File: config.mk
export PLATFORM = sky130hd
export DESIGN_NAME = shapool_serial_ctrl
export DESIGN_NICKNAME = d
export VERILOG_FILES = /design/src/rtl/shapool_serial_ctrl.sv
export SDC_FILE = /design/constraint.sdc
export NUM_CORES = 1
export LEC_CHECK = 0
export ABC_CLOCK_PERIOD_IN_PS = 2100
export CAP_MARGIN = 15
export CORE_MARGIN = 2
export CORE_UTILIZATION = 47
export DETAILED_ROUTE_END_ITERATION = 10
export PLACE_DENSITY_LB_ADDON = 0.12
export SLEW_MARGIN = 20
export SYNTH_ARGS = -nofsm -noshare
export SYNTH_HDL_FRONTEND = slang
export SYNTH_SLANG_ARGS = --single-unit
export TNS_END_PERCENT = 20
File: constraint.sdc
create_clock -name hwclk -period 2.1 [get_ports hwclk]
set_input_delay 0.315 -clock hwclk [delete_from_list [all_inputs] [get_ports hwclk]]
set_output_delay 0.315 -clock hwclk [all_outputs]
set_load 0.05 [all_outputs]
File: src/rtl/shapool_serial_ctrl.sv
// Host serial controller for the hashing pool.
// Loads job/ID, runs the core, shifts {success, nonce} back out.
module shapool_serial_ctrl #(
  parameter int JOB_BITS     = 64,
  parameter int DAISY_BITS   = 8,
  parameter int NONCE_BITS   = 32,
  parameter int SYNC_STAGES  = 2,
  parameter int LED_DIV_LOG2 = 22
) (
  input  logic                  hwclk,
  input  logic                  reset_in,
  input  logic                  data_clk,
  input  logic                  data_in,
  output logic                  data_out,
  output logic                  data_out_oe,
  input  logic                  daisy_sel,
  input  logic                  daisy_in,
  output logic                  daisy_out,
  input  logic                  done_in,
  output logic                  done_out,
  input  logic                  success_in,
  output logic                  success_oe,
  output logic [JOB_BITS-1:0]   core_job,
  output logic [DAISY_BITS-1:0] core_id,
  output logic                  core_start,
  output logic                  core_halt,
  input  logic                  core_done,
  input  logic                  core_success,
  input  logic [NONCE_BITS-1:0] core_nonce,
  output logic                  status_led,
  output logic                  success_led,
  output logic                  load_err
);

  localparam int JCW = $clog2(JOB_BITS + 1);
  localparam int DCW = $clog2(DAISY_BITS + 1);
  localparam int RCW = $clog2(NONCE_BITS + 2);
  localparam int RW  = NONCE_BITS + 1;
  localparam int LCW = LED_DIV_LOG2 + 1;

  localparam logic [JCW-1:0] J_FULL = JCW'(JOB_BITS);
  localparam logic [DCW-1:0] D_FULL = DCW'(DAISY_BITS);
  localparam logic [RCW-1:0] R_LAST = RCW'(NONCE_BITS);

  typedef enum logic [1:0] {
    IDLE   = 2'd0,
    RUN    = 2'd1,
    REPORT = 2'd2
  } state_t;

  logic [5:0]                  async_in;
  logic [5:0][SYNC_STAGES-1:0] sync_q;
  logic dclk_s, din_s, sel_s, dyin_s, done_s, succ_s;
  logic dclk_q, sel_q;
  logic dclk_rise, sel_fall;

  state_t                state;
  logic [JOB_BITS-1:0]   job_reg;
  logic [DAISY_BITS-1:0] daisy_reg;
  logic [JCW-1:0]        jcnt;
  logic [DCW-1:0]        dcnt;
  logic [RCW-1:0]        rcnt;
  logic [RW-1:0]         result;
  logic [LCW-1:0]        led_cnt;
  logic                  local_done;

  assign async_in = {success_in, done_in, daisy_in,
                     daisy_sel, data_in, data_clk};

  assign dclk_s = sync_q[0][SYNC_STAGES-1];
  assign din_s  = sync_q[1][SYNC_STAGES-1];
  assign sel_s  = sync_q[2][SYNC_STAGES-1];
  assign dyin_s = sync_q[3][SYNC_STAGES-1];
  assign done_s = sync_q[4][SYNC_STAGES-1];
  assign succ_s = sync_q[5][SYNC_STAGES-1];

  assign dclk_rise = dclk_s & ~dclk_q;
  assign sel_fall  = sel_q & ~sel_s;

  assign core_job  = job_reg;
  assign core_id   = daisy_reg;
  assign daisy_out = daisy_reg[DAISY_BITS-1];
  assign data_out  = result[RW-1];

  // Synchronise every pin and keep edge-detect history.
  always_ff @(posedge hwclk) begin
    if (!reset_in) begin
      sync_q <= '0;
      dclk_q <= 1'b0;
      sel_q  <= 1'b0;
    end else begin
      for (int i = 0; i < 6; i++)
        sync_q[i] <= {sync_q[i][SYNC_STAGES-2:0], async_in[i]};
      dclk_q <= dclk_s;
      sel_q  <= sel_s;
    end
  end

  // Load / run / report sequencer with registered outputs.
  always_ff @(posedge hwclk) begin
    if (!reset_in) begin
      state       <= IDLE;
      job_reg     <= '0;
      daisy_reg   <= '0;
      jcnt        <= '0;
      dcnt        <= '0;
      rcnt        <= '0;
      result      <= '0;
      led_cnt     <= '0;
      local_done  <= 1'b0;
      core_start  <= 1'b0;
      core_halt   <= 1'b0;
      success_led <= 1'b0;
      success_oe  <= 1'b0;
      data_out_oe <= 1'b0;
      load_err    <= 1'b0;
      status_led  <= 1'b0;
      done_out    <= 1'b0;
    end else begin
      core_start <= 1'b0;
      core_halt  <= 1'b0;
      done_out   <= local_done & done_s;
      unique case (state)
        IDLE: begin
          status_led <= 1'b0;
          if (sel_fall) begin
            if (jcnt == J_FULL && dcnt == D_FULL) begin
              state       <= RUN;
              load_err    <= 1'b0;
              core_start  <= 1'b1;
              success_led <= 1'b0;
              led_cnt     <= '0;
            end else begin
              load_err <= 1'b1;
              jcnt     <= '0;
              dcnt     <= '0;
            end
          end else if (dclk_rise) begin
            if (sel_s) begin
              daisy_reg <= {daisy_reg[DAISY_BITS-2:0], dyin_s};
              if (dcnt != D_FULL) dcnt <= dcnt + 1'b1;
            end else begin
              job_reg <= {job_reg[JOB_BITS-2:0], din_s};
              if (jcnt != J_FULL) jcnt <= jcnt + 1'b1;
            end
          end
        end
        RUN: begin
          led_cnt    <= led_cnt + 1'b1;
          status_led <= led_cnt[LED_DIV_LOG2];
          if (core_done) begin
            result      <= {core_success, core_nonce};
            success_led <= core_success;
            success_oe  <= core_success;
            local_done  <= 1'b1;
            data_out_oe <= 1'b1;
            status_led  <= 1'b1;
            state       <= REPORT;
          end else if (succ_s) begin
            core_halt   <= 1'b1;
            result      <= '0;
            local_done  <= 1'b1;
            data_out_oe <= 1'b1;
            status_led  <= 1'b1;
            state       <= REPORT;
          end
        end
        REPORT: begin
          status_led <= 1'b1;
          if (dclk_rise) begin
            result <= {result[RW-2:0], 1'b0};
            rcnt   <= rcnt + 1'b1;
            if (rcnt == R_LAST) begin
              data_out_oe <= 1'b0;
              success_oe  <= 1'b0;
              local_done  <= 1'b0;
              status_led  <= 1'b0;
              jcnt        <= '0;
              dcnt        <= '0;
              rcnt        <= '0;
              state       <= IDLE;
            end
          end
        end
        default: state <= IDLE;
      endcase
    end
  end

endmodule

# ---- After elaboration in Yosys (flattened, before gate mapping)
# Cells that the tools add are included.
# W data, S select, Z words.
dict set report op_classes {
  n_addsub 4
  muxes 49
  eq_ne 19
  reduce_logical 20
  bitwise 8
}
# cell count
set op_table {}
lappend op_table {{$mux W33} 3}
lappend op_table {{$pmux W33 S2} 1}
lappend op_table {{$mux W7} 7}
lappend op_table {{$mux W23} 2}
lappend op_table {{$pmux W23 S2} 1}
lappend op_table {{$mux W4} 7}
lappend op_table {{$add A23 B1 Y23 const B} 1}
lappend op_table {{$ne A3 B3 Y1 const B} 7}
lappend op_table {{$reduce_and A4 Y1} 5}
lappend op_table {{$mux W1} 14}
lappend op_table {{$pmux W7 S2} 1}
lappend op_table {{$reduce_and A7 Y1} 2}
lappend op_table {{$mux W2} 6}
lappend op_table {{$ne A2 B2 Y1 const B} 5}
lappend op_table {{$reduce_and A3 Y1} 3}
lappend op_table {{$pmux W4 S2} 1}
lappend op_table {{$add A7 B1 Y7 const B} 1}
lappend op_table {{$eq A7 B7 Y1 const B} 1}
lappend op_table {{$ne A7 B7 Y1 const B} 1}
lappend op_table {{$add A6 B1 Y6 const B} 1}
lappend op_table {{$eq A6 B6 Y1 const B} 1}
lappend op_table {{$mux W6} 1}
lappend op_table {{$pmux W1 S2} 3}
lappend op_table {{$pmux W2 S3} 1}
lappend op_table {{15 further kinds} 24}
dict set report word_totals {
  out_inout_bits 82
  input_bits 42
  reg_bits 169
}

# ---- Depth between registers and ports, before layout
dict set report depth {
  depth_word 6
  ltp_mapped 9
}

# ---- Worst setup path after synthesis
# Ideal clock, no wire load.
dict set report synth_timing {
  path_kind {register to register}
  from {register jcnt[2]}
  to {register led_cnt[20]}
  path_stages_with_launch 8
  t_required_ns 1.979
  t_arrival_ns 2.116
  synth_period_minus_slack_ns 2.236
  slack_ns -0.136
  path_buffers 2
  cell_sequence {dfxtp_1 > or4_4 > or4b_1 > buf_2 > o21ai_4 > buf_6 > nor2_1 > mux2_2}
}
dict set report synth_between {
  elab_chain_len 4
}
# element line_no
set synth_rtl {}
lappend synth_rtl {{from (decl)} 60} ;# logic [JCW-1:0] jcnt;
lappend synth_rtl {{from (signal assigned)} 144} ;# if (jcnt != J_FULL) jcnt <= jcnt + 1'b1;
lappend synth_rtl {{$eq A7 B7 Y1} 127} ;# if (jcnt == J_FULL && dcnt == D_FULL) begin
lappend synth_rtl {{$logic_and A1 B1 Y1} 127}
lappend synth_rtl {{$ne A2 B2 Y1 (no line)} -}
lappend synth_rtl {{$reduce_and A3 Y1 (no line)} -}
lappend synth_rtl {{to (signal assigned)} 149} ;# led_cnt <= led_cnt + 1'b1;
lappend synth_rtl {{to (decl)} 64} ;# logic [LCW-1:0] led_cnt;
# Every way passes these cells.
# A chain may end at the register's enable or synchronous reset.

# ---- Worst setup path after layout
# Same ends and word-level chain as after synthesis.

==> impl_metrics.py <==
metrics = {
    "detailed_routing": {
        "post_drt_wl_per_cell_um": 14.3,
        "ant_nets": 0,
        "drt_iter0_drc": 432,
        "drc": 0,
        "routed_wl_mm": 16.8,
        "vias": 6401,
        "viasPerCell": 5.46,
        "drt-pass1-iter-count": 5,
    },
    "placement": {
        "io_buffers": 123,
        "gp_congestion": 0.802,
        "post-dp-hpwl_mm": 11.5,
        "post_dp_cell_area_um2": 8730,
        "dp_slack_ps": -241,
    },
    "power": {
        "ir_drop_mv": 0.521,
        "netSwitchingFraction": 0.219,
        "p_leak_nw": 3.32,
        "p_int_w": 0.00516,
        "p_switching_w": 0.00144,
        "power.density_nw_per_um2": 692,
        "power.clock.fraction": 0.469,
        "power_frac_comb": 0.042,
        "pwr-share-seq": 0.489,
        "p_total_w": 0.00660,
    },
    "floorplanning": {
        "core.rowCount": 44,
        "die_w_um": 125,
        "die_h_um": 125,
        "initial_core_util": 0.475,
        "io_pins": 124,
        "dieArea_um2": 15500,
        "core-area_um2": 14400,
    },
    "sta": {
        "setup_tns_ps": -775,
        "clock.fmax_mhz": 453,
        "layout_min_cycle_time_ps": 2210,
        "skew_ps": 9.50,
        "timing.final.crit_share": 1.05,
        "slew_headroom": 0.622,
        "hold_viol": 0,
        "slew_viol_final": 0,
        "tightest_slew_ps": 566,
        "setup_ws_ps": -108,
        "rsz0062_at_grt": "true",
        "setup_viol": 22,
    },
    "cts": {
        "clockBufferDepth": 2,
        "cts_hold_buf": 0,
        "cts_tree": "built",
        "clk_pin_slew_ps": 60,
        "root_buffer": "clkbuf_16",
        "clk_latency_ps": 420,
        "htreeDepth": 4,
        "cts_buffers": 17,
        "cts_sinks": 169,
    },
    "hold_path": {
        "hold_path.class": "reg -> reg",
    },
    "worst_setup_path": {
        "start_kind": "flip-flop",
        "cp.required_ps": 2400,
        "end_kind": "flip-flop",
        "cp_max_fo": 7,
        "worst_ep_arrival_time_ps": 2510,
        "criticalPathCategory": "reg -> reg",
    },
    "final_layout": {
        "final_common_cell": "dfxtp_1",
        "fin_area_um2": 9530,
        "area_growth_pct": 39.6,
        "fill_cells": 1128,
        "final_core_util": 0.663,
        "final_cell_mix": "167 x dfxtp_1, 165 x nand2_1, 123 x clkdlybuf4s50_1",
        "drive_gt1_frac": 0.146,
        "layout.nets": 1029,
        "ff_latch_area_um2": 3390,
        "n_antenna_cell": 0,
        "multiInputGateArea_um2": 3310,
    },
    "global_routing": {
        "grt_pass1_wl_mm": 28.1,
        "antenna_found_initial": 0,
        "grt_overflow": 0,
        "grt_usage": 0.216,
        "grt_max_degree": 43,
        "grt_pass1_vias": 6106,
    },
    "yosys": {
        "synth_warnings": 0,
        "netlist_instances": 817,
        "syn_area_um2": 6830,
        "synthFlopType": "dfxtp_1",
        "syn_area_per_cell_um2": 8.36,
        "synth_cell_type_count": 57,
        "synth-edff-count": 0,
        "synth_fp_nets": 870,
        "ys_seq_elements": 169,
        "yosysSeqAreaShare": 0.495,
        "ys_async_sr_fraction": 0,
    },
    "flow_run": {
        "maxCapViolCount": 0,
    },
    "outcome": {
        "violations": "setup timing",
        "status": "finished with violations",
    },
}
state kept, by name, indices dropped and copies added, names as in the netlist, 2 cells and up:
register  flops
core_id       8
core_job     64
dcnt          4
jcnt          7
led_cnt      23
rcnt          6
result       33
state         2
sync_q        6
kinds of logic after synthesis:
kind of cell,share of synthesized area
XOR/XNOR,0.0180
adder cells (fa/ha/maj),0.0202
AND/OR/NAND/NOR,0.244
AO/OA/AOI/OAI,0.173
flip-flops,0.495
multiplexers,0.00623
buffers and inverters,0.0427
final timing paths:
kind / from / end / slack, ps / depth (start not counted)
max reg2reg: jcnt[2] / led_cnt[20] / -110 / 5
min: din_s / core_job[0] / 440 / 2
max: jcnt[2] / led_cnt[20] / -110 / 5
min reg2reg: din_s / core_job[0] / 440 / 2
repair_timing:
item | in CTS | in global routing
gates cloned | 0 | 1
endpoints found under the hold margin | 0 | 0
gates resized for setup | 17 | 21
pin swaps | 8 | 9
buffers inserted | 2 | 2
setup endpoints to repair | 33 | 61
routing by layer:
layer	share of wire	wire, um	global-route usage
met5	0	0	0
met4	0.017	289	0.0714
met3	0.042	697	0.0567
met2	0.48	8010	0.359
met1	0.46	7800	0.273
cell type report:
class	count	area share
sequential	169	0.355
multi-input combinational	574	0.347
timing repair buffer	196	0.205
clock buffer	20	0.0469
tap	184	0.0242
clock inverter	12	0.0146
inverter	18	0.00722
Yosys cell counts (3+ instances only):
master | number | area [um2]
dfxtp_1 | 169 | 3380
nand3_1 | 18 | 90.1
o211ai_1 | 9 | 67.6
nand2b_1 | 3 | 18.8
a21boi_0 | 4 | 30.0
a31oi_1 | 3 | 18.8
inv_1 | 17 | 63.8
clkbuf_1 | 43 | 161
a221oi_1 | 34 | 298
nand4_1 | 5 | 31.3
or4_1 | 7 | 52.6
nor2b_1 | 6 | 37.5
o21ai_0 | 15 | 75.1
nor3_1 | 30 | 150
buf_1 | 9 | 33.8
xor2_1 | 9 | 78.8
o2111ai_1 | 4 | 35.0
ha_1 | 11 | 138
nor3b_1 | 4 | 30.0
and3_1 | 10 | 62.6
o31ai_1 | 10 | 75.1
a21oi_1 | 88 | 440
and2_1 | 19 | 119
nand2_1 | 167 | 627
or3_1 | 3 | 18.8
nand3b_1 | 4 | 30.0
xnor2_1 | 5 | 43.8
and4_1 | 4 | 35.0
nor2_1 | 69 | 259
per-stage QoR:
stage | hold slack, ps | std cells
final | 436 | 1173
after CTS | 441 | 1170
after floorplan | 412 | 817
after detailed placement | 426 | 1136
after global placement | 418 | 1136
after global routing | 464 | 1173
worst max-delay path: stages (launching register included):
cell     delay [ps]
dfxtp_2         320
or4_4           570
or4b_4          600
o21ai_4         270
nor2_1           70
mux2_2          260
power groups by stage:
| stage | clock network (W) | logic [W] | registers [W] |
|---|---|---|---|
| 5_1_grt | 0.00330 | 0.000299 | 0.00322 |
| 2_1_floorplan | 0 | 0.000117 | 0.00330 |
| 3_5_place_dp | 0 | 0.000272 | 0.00330 |
| 6_report | 0.00310 | 0.000279 | 0.00322 |
| 4_1_cts | 0.00316 | 0.000277 | 0.00322 |
| 3_3_place_gp | 0 | 0.000269 | 0.00330 |
No activity file was read; power rests on OpenSTA's default activity.
